--- config.mk ---
export PLATFORM = sky130hd
export DESIGN_NAME = axi2core_slave
export DESIGN_NICKNAME = d
export VERILOG_FILES = /design/src/rtl/axi2core_slave.sv
export SDC_FILE = /design/constraint.sdc
export NUM_CORES = 1
export LEC_CHECK = 0
export ABC_AREA = 1
export BUFFER_PORTS_ARGS = -buffer_cell sky130_fd_sc_hd__buf_2
export CORE_ASPECT_RATIO = 1.4
export CORE_MARGIN = 2
export CORE_UTILIZATION = 30
export DETAILED_ROUTE_END_ITERATION = 16
export GPL_ROUTABILITY_DRIVEN = 0
export SYNTH_ARGS = -nofsm -noshare
export SYNTH_HDL_FRONTEND = slang
export SYNTH_SLANG_ARGS = --single-unit
--- constraint.sdc ---
create_clock -name clk_i -period 10.2 [get_ports clk_i]
set_input_delay 1.02 -clock clk_i [delete_from_list [all_inputs] [get_ports clk_i]]
set_output_delay 1.02 -clock clk_i [all_outputs]
set_load 0.05 [all_outputs]
--- src/rtl/axi2core_slave.sv ---
// AXI4 slave that serialises read/write bursts into single-word req/gnt/rvalid
// accesses on a 32-bit core-side memory port. One transaction, one access in flight.
module axi2core_slave #(
   parameter int AXI4_ADDRESS_WIDTH = 32,
   parameter int AXI4_ID_WIDTH      = 16
) (
   input  logic                          clk_i,
   input  logic                          rst_i,

   input  logic [AXI4_ID_WIDTH-1:0]      aw_id_i,
   input  logic [AXI4_ADDRESS_WIDTH-1:0] aw_addr_i,
   input  logic [7:0]                    aw_len_i,
   input  logic [2:0]                    aw_size_i,
   input  logic [1:0]                    aw_burst_i,
   input  logic                          aw_valid_i,
   output logic                          aw_ready_o,

   input  logic [AXI4_ID_WIDTH-1:0]      ar_id_i,
   input  logic [AXI4_ADDRESS_WIDTH-1:0] ar_addr_i,
   input  logic [7:0]                    ar_len_i,
   input  logic [2:0]                    ar_size_i,
   input  logic [1:0]                    ar_burst_i,
   input  logic                          ar_valid_i,
   output logic                          ar_ready_o,

   input  logic [31:0]                   w_data_i,
   input  logic [3:0]                    w_strb_i,
   input  logic                          w_last_i,
   input  logic                          w_valid_i,
   output logic                          w_ready_o,

   output logic [AXI4_ID_WIDTH-1:0]      b_id_o,
   output logic [1:0]                    b_resp_o,
   output logic                          b_valid_o,
   input  logic                          b_ready_i,

   output logic [AXI4_ID_WIDTH-1:0]      r_id_o,
   output logic [31:0]                   r_data_o,
   output logic [1:0]                    r_resp_o,
   output logic                          r_last_o,
   output logic                          r_valid_o,
   input  logic                          r_ready_i,

   output logic                          data_req_o,
   input  logic                          data_gnt_i,
   input  logic                          data_rvalid_i,
   output logic [AXI4_ADDRESS_WIDTH-1:0] data_addr_o,
   output logic                          data_we_o,
   output logic [3:0]                    data_be_o,
   output logic [31:0]                   data_wdata_o,
   input  logic [31:0]                   data_rdata_i
);

   localparam int AW = AXI4_ADDRESS_WIDTH;

   localparam logic [1:0]    RESP_OKAY   = 2'b00;
   localparam logic [1:0]    RESP_SLVERR = 2'b10;
   localparam logic [1:0]    BURST_FIXED = 2'b00;
   localparam logic [1:0]    BURST_WRAP  = 2'b10;
   localparam logic [2:0]    SIZE_WORD   = 3'b010;
   localparam logic [AW-1:0] WORD_MASK   = ~AW'(3);

   typedef enum logic [2:0] {
      IDLE,
      RD_REQ,
      RD_WAIT,
      RD_RESP,
      WR_DATA,
      WR_REQ,
      WR_WAIT,
      WR_RESP
   } state_e;

   state_e        state;
   logic          prio_rd;
   logic [7:0]    len_q;
   logic [7:0]    cnt_q;
   logic          fixed_q;
   logic          err_q;
   logic          wlast_err_q;

   logic          pick_rd;
   logic          pick_wr;
   logic          ar_err;
   logic          aw_err;
   logic          last_beat;
   logic [AW-1:0] next_addr;

   assign ar_err    = (ar_size_i != SIZE_WORD) || (ar_burst_i == BURST_WRAP);
   assign aw_err    = (aw_size_i != SIZE_WORD) || (aw_burst_i == BURST_WRAP);
   assign last_beat = (cnt_q == len_q);
   assign next_addr = fixed_q ? data_addr_o : data_addr_o + AW'(4);

   // Address ready is offered to one channel only; the pointer breaks ties.
   // NOTE: every variable assigned in always_comb gets a default first, so no latch is inferred.
   always_comb begin
      pick_rd = 1'b0;
      pick_wr = 1'b0;
      if (state == IDLE && !rst_i) begin
         if (ar_valid_i && (!aw_valid_i || prio_rd))
            pick_rd = 1'b1;
         else if (aw_valid_i)
            pick_wr = 1'b1;
      end
   end

   assign ar_ready_o = pick_rd;
   assign aw_ready_o = pick_wr;

   // NOTE: sequential state uses non-blocking assignments so all registers update together at the edge.
   always_ff @(posedge clk_i or posedge rst_i) begin
      if (rst_i) begin
         state        <= IDLE;
         prio_rd      <= 1'b1;
         len_q        <= '0;
         cnt_q        <= '0;
         fixed_q      <= 1'b0;
         err_q        <= 1'b0;
         wlast_err_q  <= 1'b0;
         w_ready_o    <= 1'b0;
         b_id_o       <= '0;
         b_resp_o     <= RESP_OKAY;
         b_valid_o    <= 1'b0;
         r_id_o       <= '0;
         r_data_o     <= '0;
         r_resp_o     <= RESP_OKAY;
         r_last_o     <= 1'b0;
         r_valid_o    <= 1'b0;
         data_req_o   <= 1'b0;
         data_addr_o  <= '0;
         data_we_o    <= 1'b0;
         data_be_o    <= '0;
         data_wdata_o <= '0;
      end else begin
         case (state)
            IDLE: begin
               if (pick_rd) begin
                  prio_rd     <= 1'b0;
                  r_id_o      <= ar_id_i;
                  len_q       <= ar_len_i;
                  cnt_q       <= '0;
                  fixed_q     <= (ar_burst_i == BURST_FIXED);
                  err_q       <= ar_err;
                  data_addr_o <= ar_addr_i & WORD_MASK;
                  data_we_o   <= 1'b0;
                  if (ar_err) begin
                     // Rejected reads skip memory and answer SLVERR beats directly.
                     r_valid_o <= 1'b1;
                     r_data_o  <= '0;
                     r_resp_o  <= RESP_SLVERR;
                     r_last_o  <= (ar_len_i == 8'd0);
                     state     <= RD_RESP;
                  end else begin
                     data_req_o <= 1'b1;
                     state      <= RD_REQ;
                  end
               end else if (pick_wr) begin
                  prio_rd     <= 1'b1;
                  b_id_o      <= aw_id_i;
                  len_q       <= aw_len_i;
                  cnt_q       <= '0;
                  fixed_q     <= (aw_burst_i == BURST_FIXED);
                  err_q       <= aw_err;
                  wlast_err_q <= 1'b0;
                  data_addr_o <= aw_addr_i & WORD_MASK;
                  data_we_o   <= 1'b1;
                  w_ready_o   <= 1'b1;
                  state       <= WR_DATA;
               end
            end

            RD_REQ: begin
               if (data_gnt_i) begin
                  data_req_o <= 1'b0;
                  state      <= RD_WAIT;
               end
            end

            RD_WAIT: begin
               if (data_rvalid_i) begin
                  r_data_o  <= data_rdata_i;
                  r_resp_o  <= RESP_OKAY;
                  r_last_o  <= last_beat;
                  r_valid_o <= 1'b1;
                  state     <= RD_RESP;
               end
            end

            RD_RESP: begin
               if (r_ready_i) begin
                  r_valid_o <= 1'b0;
                  r_last_o  <= 1'b0;
                  if (last_beat) begin
                     state <= IDLE;
                  end else begin
                     cnt_q       <= cnt_q + 8'd1;
                     data_addr_o <= next_addr;
                     if (err_q) begin
                        r_valid_o <= 1'b1;
                        r_last_o  <= (cnt_q + 8'd1 == len_q);
                     end else begin
                        data_req_o <= 1'b1;
                        state      <= RD_REQ;
                     end
                  end
               end
            end

            WR_DATA: begin
               if (w_valid_i) begin
                  data_be_o    <= w_strb_i;
                  data_wdata_o <= w_data_i;
                  // The beat count follows len; a misplaced w_last only poisons the response.
                  if (w_last_i != last_beat)
                     wlast_err_q <= 1'b1;
                  if (err_q) begin
                     if (last_beat) begin
                        w_ready_o <= 1'b0;
                        b_resp_o  <= RESP_SLVERR;
                        b_valid_o <= 1'b1;
                        state     <= WR_RESP;
                     end else begin
                        cnt_q <= cnt_q + 8'd1;
                     end
                  end else begin
                     w_ready_o  <= 1'b0;
                     data_req_o <= 1'b1;
                     state      <= WR_REQ;
                  end
               end
            end

            WR_REQ: begin
               if (data_gnt_i) begin
                  data_req_o <= 1'b0;
                  state      <= WR_WAIT;
               end
            end

            WR_WAIT: begin
               if (data_rvalid_i) begin
                  if (last_beat) begin
                     b_resp_o  <= wlast_err_q ? RESP_SLVERR : RESP_OKAY;
                     b_valid_o <= 1'b1;
                     state     <= WR_RESP;
                  end else begin
                     cnt_q       <= cnt_q + 8'd1;
                     data_addr_o <= next_addr;
                     w_ready_o   <= 1'b1;
                     state       <= WR_DATA;
                  end
               end
            end

            WR_RESP: begin
               if (b_ready_i) begin
                  b_valid_o <= 1'b0;
                  state     <= IDLE;
               end
            end

            default: state <= IDLE;
         endcase
      end
   end

endmodule

After elaboration in Yosys (flattened, before gate mapping)
Index checks and enable logic that the tools add are counted.
{"block": "word_totals", "register_bits": 165, "inputBits": 200, "output_inout_bits": 144, "elab_cells": 195}
{"block": "classes", "add_sub_neg": 2, "n_eq_ne": 36, "muxes": 99, "n_bitwise": 1, "reduce_logical": 36}
{"operator": "2-to-1 mux 32 bit", "count": 9}
{"operator": "case mux 32 bit (3 select lines)", "count": 1}
{"operator": "2-to-1 mux 8 bit", "count": 9}
{"operator": "case mux 32 bit (2 select lines)", "count": 1}
{"operator": "2-to-1 mux 1 bit", "count": 45}
{"operator": "2-to-1 mux 3 bit", "count": 13}
{"operator": "inequality test 2 bit, second input constant", "count": 18}
{"operator": "adder 32 x 3 -> 32 bit, second input constant", "count": 1}
{"operator": "case mux 8 bit (4 select lines)", "count": 1}
{"operator": "case mux 3 bit (8 select lines)", "count": 1}
{"operator": "2-to-1 mux 2 bit", "count": 11}
{"operator": "== test 8 bit", "count": 2}
{"operator": "AND reduction 5 bit", "count": 3}
{"operator": "AND reduction 7 bit", "count": 2}
{"operator": "== test 3 bit, second input constant", "count": 4}
{"operator": "case mux 1 bit (3 select lines)", "count": 4}
{"operator": "AND reduction 6 bit", "count": 2}
{"operator": "nonzero test 3 bit", "count": 4}
{"operator": "AND reduction 10 bit", "count": 1}
{"operator": "inequality test 3 bit, second input constant", "count": 3}
{"operator": "adder 8 x 1 -> 8 bit, second input constant", "count": 1}
{"operator": "logical NOT 8 bit", "count": 1}
{"operator": "case mux 2 bit (2 select lines)", "count": 2}
{"operator": "AND reduction 4 bit", "count": 2}
{"operator": "other kinds (19)", "count": 33}

Logic depth before layout (Yosys ltp)
Gate-level depths: netlist of the first run.
{"block": "depth", "ltp_word": 8, "mapped_depth": 13, "ltp_nobuf": 12}

Worst setup path after synthesis of the first run
No wires, ideal clock.
{"block": "synth_timing", "path_type": "input to output", "start": "in rst_i", "end": "out ar_ready_o", "t_arrival_ns": 5.745, "required_ns": 9.180, "path_slack_ns": 3.435, "path_stages": 5, "n_path_buf": 2, "path_cell_list": "inv_1 -> nand3_1 -> nor2_2 -> buf_2 -> buf_2"}
{"block": "synth_via", "elab_chain_len": 3}
{"item": "start, declared", "line_no": "8", "text": "input logic rst_i,"}
{"item": "logical NOT 1 bit (no source line)"}
{"item": "logical AND 1 bit", "line_no": "99", "text": "if (state == IDLE && !rst_i) begin"}
{"item": "2-to-1 mux 1 bit", "line_no": "99"}
{"item": "end, declared", "line_no": "24", "text": "output logic ar_ready_o,"}
No other way between the ends.

Final worst setup path of the first run
Ends and elaborated chain as after synthesis.

==> flow_metrics.py, run 1 <==
metrics = {
    "clock_tree": {
        "cts.sinks": 161,
        "numCtsBuffers": 17,
        "ctsResizeCount": 0,
        "root_buffer": "clkbuf_16",
        "cts_tree": "built",
        "cts-hold-fix-buffers": 0,
        "post_cts_buffers": 0,
        "clkTransAtPathRegs_ns": 0.07,
        "clock_latency_ns": 0.45,
        "clockBufferDepth": 2,
        "cts_max_level": 4,
    },
    "timing": {
        "tns_ns": 0,
        "hold_violations": 0,
        "rsz0062_at_grt": "no",
        "worst_slew_pin_slew_ns": 1.15,
        "finClkSkew_ns": 0.00652,
        "fmax_mhz": 247,
        "finalMaxSlewViolations": 0,
        "max_slew_margin_pct": 23.5,
        "worst_hold_slack_ns": 0.467,
        "period_share_pct": 39.7,
        "setup_viol": 0,
        "timing.final.ws_setup_ns": 6.15,
        "finalCriticalPeriod_ns": 4.05,
    },
    "placed_design": {
        "numPortBuffers": 335,
        "post_dp_cell_area_sq_mm": 0.0105,
        "place_ws_ns": 5.70,
        "dpl.hpwl_mm": 20.5,
    },
    "pwr": {
        "power_switching_mw": 2.22,
        "combPwrFrac_pct": 55.1,
        "peakVddDrop_uv": 188,
        "swShare_pct": 54.3,
        "power.internal_mw": 1.87,
        "p_per_area_mw_per_mm2": 368,
        "p_seq_share_pct": 28.5,
        "p_clk_share_pct": 16.4,
        "p_leak_nw": 6.04,
    },
    "worst_setup_path": {
        "crit_path_top_delay_cell": "inv_6",
        "cp.required_ns": 9.18,
        "crit_chain": "buf_2 > inv_6 > nand3_1 > nor2_4 > buf_2",
        "crit_type": "in2out",
        "endpoint_kind": "primary output",
        "crit_top_cell": "buf_2",
        "cp-start-kind": "input port",
        "cpPeakStageDelay_ns": 0.63,
        "worst-path-max-fanout": 95,
        "arrival_ns": 3.03,
    },
    "drt": {
        "drt-initial-drc-count": 334,
        "vias": 8564,
        "first_pass_iters": 6,
        "antenna_left": 0,
        "wl_per_cell_microns": 14.8,
        "drc": 0,
        "finalWirelength_mm": 27.5,
        "viasPerCell": 4.59,
    },
    "synth": {
        "synthTopCellsByArea": "dfrtp_1 (47%), nand2_1 (23%), nor2_1 (5.8%)",
        "ys_seq_area_share_pct": 47.4,
        "synth_cells": 1158,
        "yosys_warnings": 0,
        "yosys.area.top_type": "dfrtp_1",
        "synth-seq-cells": 161,
        "syn_area_per_cell_sq_um": 7.35,
        "synthDominantCellAreaShare_pct": 47.1,
        "syn-cell-area_sq_mm": 0.00851,
        "synth_cell_types": 35,
    },
    "layout": {
        "layout.nets": 1681,
        "final_common_cell": "nand2_1",
        "drive_gt1_share_pct": 28.9,
        "final_cell_mix": "nand2_1 (525), buf_2 (335), dfrtp_1 (160), nor2_1 (132), o21ai_0 (77)",
        "syn_to_final_growth_pct": 30.7,
        "fin_area_sq_mm": 0.0111,
    },
    "global_routing": {
        "antenna_found_initial": 4,
        "overflow": 0,
        "grt_pass1_wl_mm": 43.7,
        "grt_max_degree": 96,
        "track_usage_pct": 18.6,
        "grt_pass1_vias": 8465,
    },
    "floorplanning": {
        "fp.dieH_microns": 203,
        "coreArea_sq_mm": 0.0277,
        "die_x_microns": 146,
        "ios": 344,
        "design.die.area_sq_mm": 0.0297,
        "initial_core_util_pct": 30.7,
        "rows": 72,
    },
    "hold_path": {
        "min_path_type": "reg2reg",
    },
    "flow_run": {
        "max_cap_viol_count": 0,
    },
    "run_status": {
        "status": "finished, final reports clean",
    },
}
[flip-flops by register name, summed over array words and instances, names as in the netlist]
signal        cells
err_q             1
data_wdata_o     32
data_we_o         1
w_ready_o         1
r_last_o          1
len_q             8
prio_rd           1
b_resp_o          1
r_data_o         32
b_valid_o         1
cnt_q             8
r_valid_o         1
b_id_o           16
data_addr_o      30
r_id_o           16
data_be_o         4
state             3
r_resp_o          1
data_req_o        1
wlast_err_q       1
fixed_q           1
[cell type report]
type	instances	area (sq um)
clock buffer	18	439
multi-input combinational	889	4030
inverter	70	268
fill	2977	16600
timing repair buffer	340	1710
tap	370	463
clock inverter	14	165
antenna	4	10.0
sequential	161	4030
[stage by stage]
step,cells,total power [mW],util [%]
detailed placement,1830,3.45,37.9
global route,1862,4.38,40.0
global placement,1830,3.42,37.9
CTS,1862,4.14,40.0
floorplan,1161,2.88,-
finish,1866,4.09,40.1
[path summary, 6_finish.rpt]
check / start / end / slack (ns) / cells after the start
max: rst_i / ar_ready_o / 6.15 / 5
min: r_data_o[23] / r_data_o[23] / 0.47 / 2
max reg2reg: state[0] / data_addr_o[31] / 7.07 / 9
min reg2reg: r_data_o[23] / r_data_o[23] / 0.47 / 2
max in group asynchronous: rst_i / r_data_o[9] / 7.99 / 3
min in group asynchronous: rst_i / len_q[5] / 0.78 / 2
[synth_stat cells (all sizes together)]
cell type and n:
a22oi 3, o21ai 84, or2 4, nor2 139
ha 2, clkbuf 11, o211ai 3, o32ai 1
nand4 1, a31oi 5, inv 70, o22ai 2
nand3 31, xor2 9, nor3b 2, nor4 3
nand2 526, dfrtp 160, nand3b 12, a21oi 12
conb 1, dfstp 1, mux2 36, xnor2 3
buf 30, nor3 7
[metal layers]
layer	wire length, microns	vias to the layer above	global-route usage, %
met5	11	-	0
met4	1260	2	10.1
met3	1910	60	5.08
met2	13800	325	32.8
met1	10600	3895	20.2
li1	-	4282	-
[power by group through the flow]
| stage | Clock, mW | Sequential (mW) | Combinational (mW) |
|---|---|---|---|
| finish | 0.671 | 1.17 | 2.26 |
| global route | 0.713 | 1.21 | 2.45 |
| CTS | 0.696 | 1.17 | 2.27 |
| detailed placement | 0 | 1.18 | 2.27 |
| global placement | 0 | 1.17 | 2.25 |
| floorplan | 0 | 2.03 | 0.851 |
[cell families after synthesis]
family / after synthesis / share of synthesized area [%]
buffers and inverters: 111 / 5.53
adder cells (fa/ha/maj): 2 / 0.294
AO/OA/AOI/OAI: 110 / 6.93
multiplexers: 36 / 4.77
other: 1 / 0.0441
XOR/XNOR: 12 / 1.24
AND/OR/NAND/NOR: 725 / 33.8
flip-flops: 161 / 47.4
[worst max-delay path, delay by kind of cell]
kind                   cells  cell delay, ns
buffers and inverters      3            1.13
AND/OR/NAND/NOR            2            0.84
Power figures use the tool's default switching activity.
==> run 2: changes to the inputs <==
==> constraint.sdc (replaced) <==
create_clock -name clk_i -period 3.7 [get_ports clk_i]
set_input_delay 0.37 -clock clk_i [delete_from_list [all_inputs] [get_ports clk_i]]
set_output_delay 0.37 -clock clk_i [all_outputs]
set_load 0.05 [all_outputs]
==> run 2 against run 1 <==
Effect of this change: final cell count increased by 0.11%; clock power rose to 2.9 times the previous value; worst setup slack lost 4.9 ns; first-iteration DRC count up 17%; clock-buffer cell count decreased by 1; via count up 0.92%; final area is 0.69% higher; sequential share of layout area is 0.25 points lower; sequential power rose to 2.7 times the previous value; routed wire length increased by 2.0%; critical endpoint unchanged.
==> flow_metrics.py, run 2 (same netlist as run 1, synthesis figures left out) <==
metrics = {
    "global_routing": {
        "grt_pass1_wl_mm": 44.6,
        "grt_max_degree": 162,
        "antenna_found_initial": 2,
        "overflow": 0,
        "grt_pass1_vias": 8748,
        "track_usage_pct": 19.0,
    },
    "floorplanning": {
        "design.die.area_sq_mm": 0.0297,
        "rows": 72,
        "die_x_microns": 146,
        "ios": 344,
        "coreArea_sq_mm": 0.0277,
        "fp.dieH_microns": 203,
        "initial_core_util_pct": 30.7,
    },
    "worst_setup_path": {
        "rr_endpoint": "r_data_o[14]",
        "worstPathBufferInverterCount": 2,
        "crit_family": "buffers and inverters",
        "ff2ff_setup_slack_ns": 1.25,
        "worst-path-max-fanout": 29,
        "cpPeakStageDelay_ns": 0.48,
        "reg2reg_from": "state[2]",
        "crit_type": "reg2out",
        "reg2reg_depth": 10,
        "crit_path_top_delay_cell": "dfrtp_1",
        "crit_chain": "nor2_4 > nand3_1 > nor2_4 > buf_4 > buf_2",
        "crit_top_cell": "nor2_4",
        "endpoint_kind": "primary output",
        "cp.required_ns": 3.33,
        "arrival_ns": 2.12,
        "cp-start-kind": "register",
    },
    "timing": {
        "max_slew_margin_pct": 32.2,
        "setup_viol": 0,
        "fmax_mhz": 402,
        "worst_slew_pin_slew_ns": 1.02,
        "finClkSkew_ns": 0.0104,
        "finalCriticalPeriod_ns": 2.49,
        "rsz0062_at_grt": "no",
        "finalMaxSlewViolations": 0,
        "tns_ns": 0,
        "hold_violations": 0,
        "worst_hold_slack_ns": 0.125,
        "period_share_pct": 67.2,
    },
    "pwr": {
        "p_leak_nw": 6.08,
        "peakVddDrop_uv": 559,
        "p_per_area_mw_per_mm2": 1020,
    },
    "clock_tree": {
        "cts_max_level": 4,
        "clkTransAtPathRegs_ns": 0.07,
        "cts.sinks": 161,
        "cts-hold-fix-buffers": 0,
        "ctsResizeCount": 0,
        "numCtsBuffers": 17,
        "root_buffer": "clkbuf_16",
        "cts_tree": "built",
        "clock_latency_ns": 0.44,
        "clockBufferDepth": 2,
        "post_cts_buffers": 0,
    },
    "drt": {
        "first_pass_iters": 5,
        "viasPerCell": 4.63,
        "vias": 8643,
        "finalWirelength_mm": 28.1,
        "antenna_left": 0,
        "drc": 0,
        "wl_per_cell_microns": 15.0,
        "drt-initial-drc-count": 391,
    },
    "hold_path": {
        "hold_start": "data_rdata_i[27]",
        "whs_path_depth": 3,
        "min_path_type": "in2reg",
        "whs_endpoint": "r_data_o[27]",
    },
    "layout": {
        "drive_gt1_share_pct": 29.2,
        "syn_to_final_growth_pct": 31.6,
        "reg_top3": "data_wdata_o (32), r_data_o (32), data_addr_o (30)",
        "final_cells": 1868,
        "final_common_cell": "nand2_1",
        "layout.nets": 1686,
        "n_fill_cell": 2968,
        "final_cell_mix": "nand2_1 (525), buf_2 (335), dfrtp_1 (160), nor2_1 (132), o21ai_0 (77)",
    },
    "run_status": {
        "status": "finished, final reports clean",
    },
    "placed_design": {
        "dpl.hpwl_mm": 20.8,
        "numPortBuffers": 335,
        "place_inst": 1835,
    },
    "flow_run": {
        "max_cap_viol_count": 0,
    },
}
run 2: worst max path at each step:
stage	slack, ns	cells after the start	end	from
6_report	1.21	5	ar_ready_o	state[0]
5_1_grt	0.98	10	r_data_o[14]	state[2]
4_1_cts	1.16	5	ar_ready_o	state[0]
3_5_place_dp	1.24	10	r_data_o[14]	state[2]
3_3_place_gp	1.29	10	r_data_o[14]	state[2]
2_1_floorplan	-0.25	5	aw_ready_o	rst_i
run 2: worst min-delay path: stages:
cell,delay (ns)
buf_2,0.07
nand2_1,0.04
nand2_1,0.05
run 2: routing by layer:
layer,vias up,share of wire (%),track usage [%]
met2,349,52,35.0
met4,2,4.1,9.29
li1,4278,-,-
met5,-,0.046,0
met1,3948,37,20.0
met3,66,7.1,5.17
run 2: layout make-up:
| type | instances | area, sq um | share of cell area [%] |
|---|---|---|---|
| sequential | 161 | 4030 | 36.0 |
| multi-input combinational | 889 | 4030 | 36.0 |
| timing repair buffer | 345 | 1760 | 15.8 |
| tap | 370 | 463 | 4.14 |
| clock buffer | 17 | 425 | 3.80 |
| inverter | 70 | 267 | 2.38 |
| clock inverter | 15 | 218 | 1.94 |
| antenna | 1 | 2.50 | 0.0224 |
run 2: power by group:
| group | switching, mW | internal [mW] | leakage (nW) |
|---|---|---|---|
| Sequential | 0.639 | 2.57 | 1.99 |
| Combinational | 4.66 | 1.58 | 3.78 |
| Clock | 0.821 | 1.15 | 0.311 |
| Total | 6.12 | 5.30 | 6.08 |
run 2: metrics by stage:
| stage | util [%] | setup WS, ns | power [mW] | cell area [sq um] |
|---|---|---|---|---|
| finish | 40.3 | 1.21 | 11.4 | 11200 |
| global route | 40.3 | 0.980 | 12.2 | 11200 |
| CTS | 40.3 | 1.16 | 11.5 | 11200 |
| detailed placement | 38.0 | 1.24 | 9.50 | 10500 |
| global placement | 38.0 | 1.29 | 9.42 | 10500 |
| floorplan | - | -0.246 | 7.95 | 8540 |
==> run 3: changes to the inputs <==
--- a/config.mk
+++ b/config.mk
@@ -5,7 +5,7 @@
 export SDC_FILE = /design/constraint.sdc
 export NUM_CORES = 1
 export LEC_CHECK = 0
-export ABC_AREA = 1
+export ABC_AREA = 0
 export BUFFER_PORTS_ARGS = -buffer_cell sky130_fd_sc_hd__buf_2
 export CORE_ASPECT_RATIO = 1.4
 export CORE_MARGIN = 2
==> constraint.sdc (replaced) <==
create_clock -name clk_i -period 2.5 [get_ports clk_i]
set_input_delay 0.25 -clock clk_i [delete_from_list [all_inputs] [get_ports clk_i]]
set_output_delay 0.25 -clock clk_i [all_outputs]
set_load 0.05 [all_outputs]
==> run 3 against run 2 <==
Effect of this change: clock power up 27%; core utilization up 1.9 points; largest power group unchanged; register-to-register slack worse by 1.1 ns.
==> flow_metrics.py, run 3 <==
metrics = {
    "clock_tree": {
        "clockBufferDepth": 2,
        "cts_tree": "built",
        "cts_max_level": 4,
        "post_cts_buffers": 0,
        "clkTransAtPathRegs_ns": 0.07,
        "cts.sinks": 161,
        "root_buffer": "clkbuf_16",
        "cts-hold-fix-buffers": 24,
        "clock_latency_ns": 0.44,
        "numCtsBuffers": 17,
        "ctsResizeCount": 0,
    },
    "placed_design": {
        "numPortBuffers": 335,
        "post_dp_cell_area_sq_mm": 0.0102,
        "dpl.hpwl_mm": 19.1,
    },
    "synth": {
        "synthTopCellsByArea": "dfrtp_1 (50%), nand2_1 (10%), mux2_2 (7.3%)",
        "synth-seq-cells": 161,
        "yosysMostFrequentCell": "nand2_1",
        "yosys.area.top_type": "dfrtp_1",
        "syn-cell-area_sq_mm": 0.00801,
        "ys.flop_type": "dfrtp_1",
        "synth_cells": 874,
        "ys_top_cells_by_count": "nand2_1 (219), dfrtp_1 (160), o21ai_0 (78), a21oi_1 (62), mux2_2 (52)",
        "synth_cell_types": 67,
        "synthDominantCellAreaShare_pct": 50.0,
        "yosys_warnings": 0,
        "syn_area_per_cell_sq_um": 9.16,
        "synth_edf_count": 0,
        "async_flop_share_pct": 100,
        "ys_seq_area_share_pct": 50.3,
    },
    "drt": {
        "vias": 7872,
        "drt-initial-drc-count": 467,
        "antenna_left": 0,
        "first_pass_iters": 4,
        "viasPerCell": 4.99,
        "drc": 0,
        "finalWirelength_mm": 26.1,
        "wl_per_cell_microns": 16.6,
    },
    "timing": {
        "setup_viol": 0,
        "finalMaxSlewViolations": 0,
        "max_slew_margin_pct": 46.4,
        "fmax_mhz": 423,
        "period_share_pct": 94.5,
        "worst_slew_pin_slew_ns": 0.805,
        "hold_violations": 0,
        "finClkSkew_ns": 0.0102,
        "finalCriticalPeriod_ns": 2.36,
        "rsz0062_at_grt": "no",
    },
    "hold_path": {
        "min_path_type": "in2reg",
    },
    "layout": {
        "drive_gt1_share_pct": 37.9,
        "layout.nets": 1442,
        "final_common_cell": "buf_2",
        "final_util_pct": 42.2,
        "fin_area_sq_mm": 0.0111,
        "reg_top3": "data_wdata_o (32), r_data_o (32), data_addr_o (30)",
        "final-seq-area_sq_mm": 0.00403,
        "n_antenna_cell": 0,
        "multi_input_comb_area_sq_mm": 0.00373,
        "syn_to_final_growth_pct": 38.0,
        "final_cell_mix": "buf_2 (335), nand2_1 (218), dfrtp_1 (160), o21ai_0 (74), a21oi_1 (60)",
        "n_fill_cell": 2633,
    },
    "floorplanning": {
        "die_x_microns": 142,
        "fp.dieH_microns": 197,
        "coreArea_sq_mm": 0.0262,
        "design.die.area_sq_mm": 0.0280,
        "ios": 344,
        "initial_core_util_pct": 30.6,
        "rows": 70,
    },
    "global_routing": {
        "grt_max_degree": 65,
        "grt_pass1_vias": 7672,
        "track_usage_pct": 18.5,
        "grt_pass1_wl_mm": 40.7,
        "antenna_found_initial": 1,
        "overflow": 0,
    },
    "worst_setup_path": {
        "cp-start-kind": "register",
        "worst-path-max-fanout": 6,
        "crit_family": "compound AO/OA/AOI/OAI gates",
        "crit_chain": "xor2_1 > nor4_1 > a21oi_1 > a211oi_2 > mux2i_1 > a311o_1",
        "crit_path_top_delay_cell": "nor4_1",
        "cp.required_ns": 2.82,
        "worstPathBufferInverterCount": 0,
        "cpPeakStageDelay_ns": 0.54,
        "crit_type": "reg2reg",
        "ff2ff_setup_slack_ns": 0.14,
        "arrival_ns": 2.68,
        "endpoint_kind": "register",
    },
    "pwr": {
        "power.total_mw": 16.5,
        "p_leak_nw": 5.51,
        "peakVddDrop_uv": 792,
        "p_per_area_mw_per_mm2": 1500,
    },
    "flow_run": {
        "max_cap_viol_count": 0,
    },
    "run_status": {
        "status": "finished, final reports clean",
    },
}
-- run 3: changes by cell type after synthesis, moves of 16 or more --
cell      delta
nor2_1     -100
a21oi_1     +51
nand2_1    -306
mux2_2      +16
inv_1       -51
clkbuf_1    +22
nand3_1     +17
-- run 3: path summary, 6_finish.rpt --
| path | depth (start not counted) | end | from |
|---|---|---|---|
| max | 6 | state[0] | cnt_q[6] |
| min | 3 | r_data_o[30] | data_rdata_i[30] |
| max reg2reg | 6 | state[0] | cnt_q[6] |
| min reg2reg | 2 | r_id_o[0] | r_id_o[0] |
| max in group asynchronous | 4 | r_id_o[5] | rst_i |
| min in group asynchronous | 3 | state[0] | rst_i |
-- run 3: stage by stage --
step                      hold WS [ns]  TNS [ns]  std cells  setup slack [ns]
final                           0.0163         0       1577             0.137
after global routing            0.0191         0       1577            0.0149
after CTS                     0.000897         0       1577             0.112
after detailed placement         0.445         0       1521             0.229
after global placement           0.443         0       1521             0.283
after floorplan                  0.355   -173.02        877             -1.71
-- run 3: kinds of logic after synthesis --
kind of cell | count (synthesis) | share of synthesized area (%)
AOI/OAI and AO/OA | 206 | 15.5
xor gates and xnor gates | 13 | 1.42
adders and majority gates | 2 | 0.312
buffers and inverters | 68 | 3.73
DFF | 161 | 50.3
muxes | 64 | 8.81
other | 1 | 0.0468
and+or+nand+nor | 359 | 19.9
-- run 3: area by class of cell --
class	count	area share, %
clock buffer	20	4.22
clock inverter	12	0.883
inverter	14	0.521
multi-input combinational	648	33.8
sequential	161	36.5
tap	324	3.67
timing repair buffer	398	20.4
-- run 3: worst min-delay path: cells and delay by family --
kind                   cells  cell delay, ns
buffers and inverters      1            0.07
AND/OR/NAND/NOR            1            0.04
AO/OA/AOI/OAI              1            0.06
-- run 3: metal layers --
layer,GRT usage (%),vias to the layer above,wire (microns)
li1,-,3802,-
met1,22.8,3802,11000
met2,32.5,246,13500
met3,3.42,22,1230
met4,5.59,0,392
met5,0,-,0
-- run 3: where the power goes --
group | switching [mW] | total [mW] | internal [mW]
sequential | 0.890 | 4.68 | 3.79
clock | 1.13 | 2.50 | 1.37
combinational | 6.68 | 9.34 | 2.67
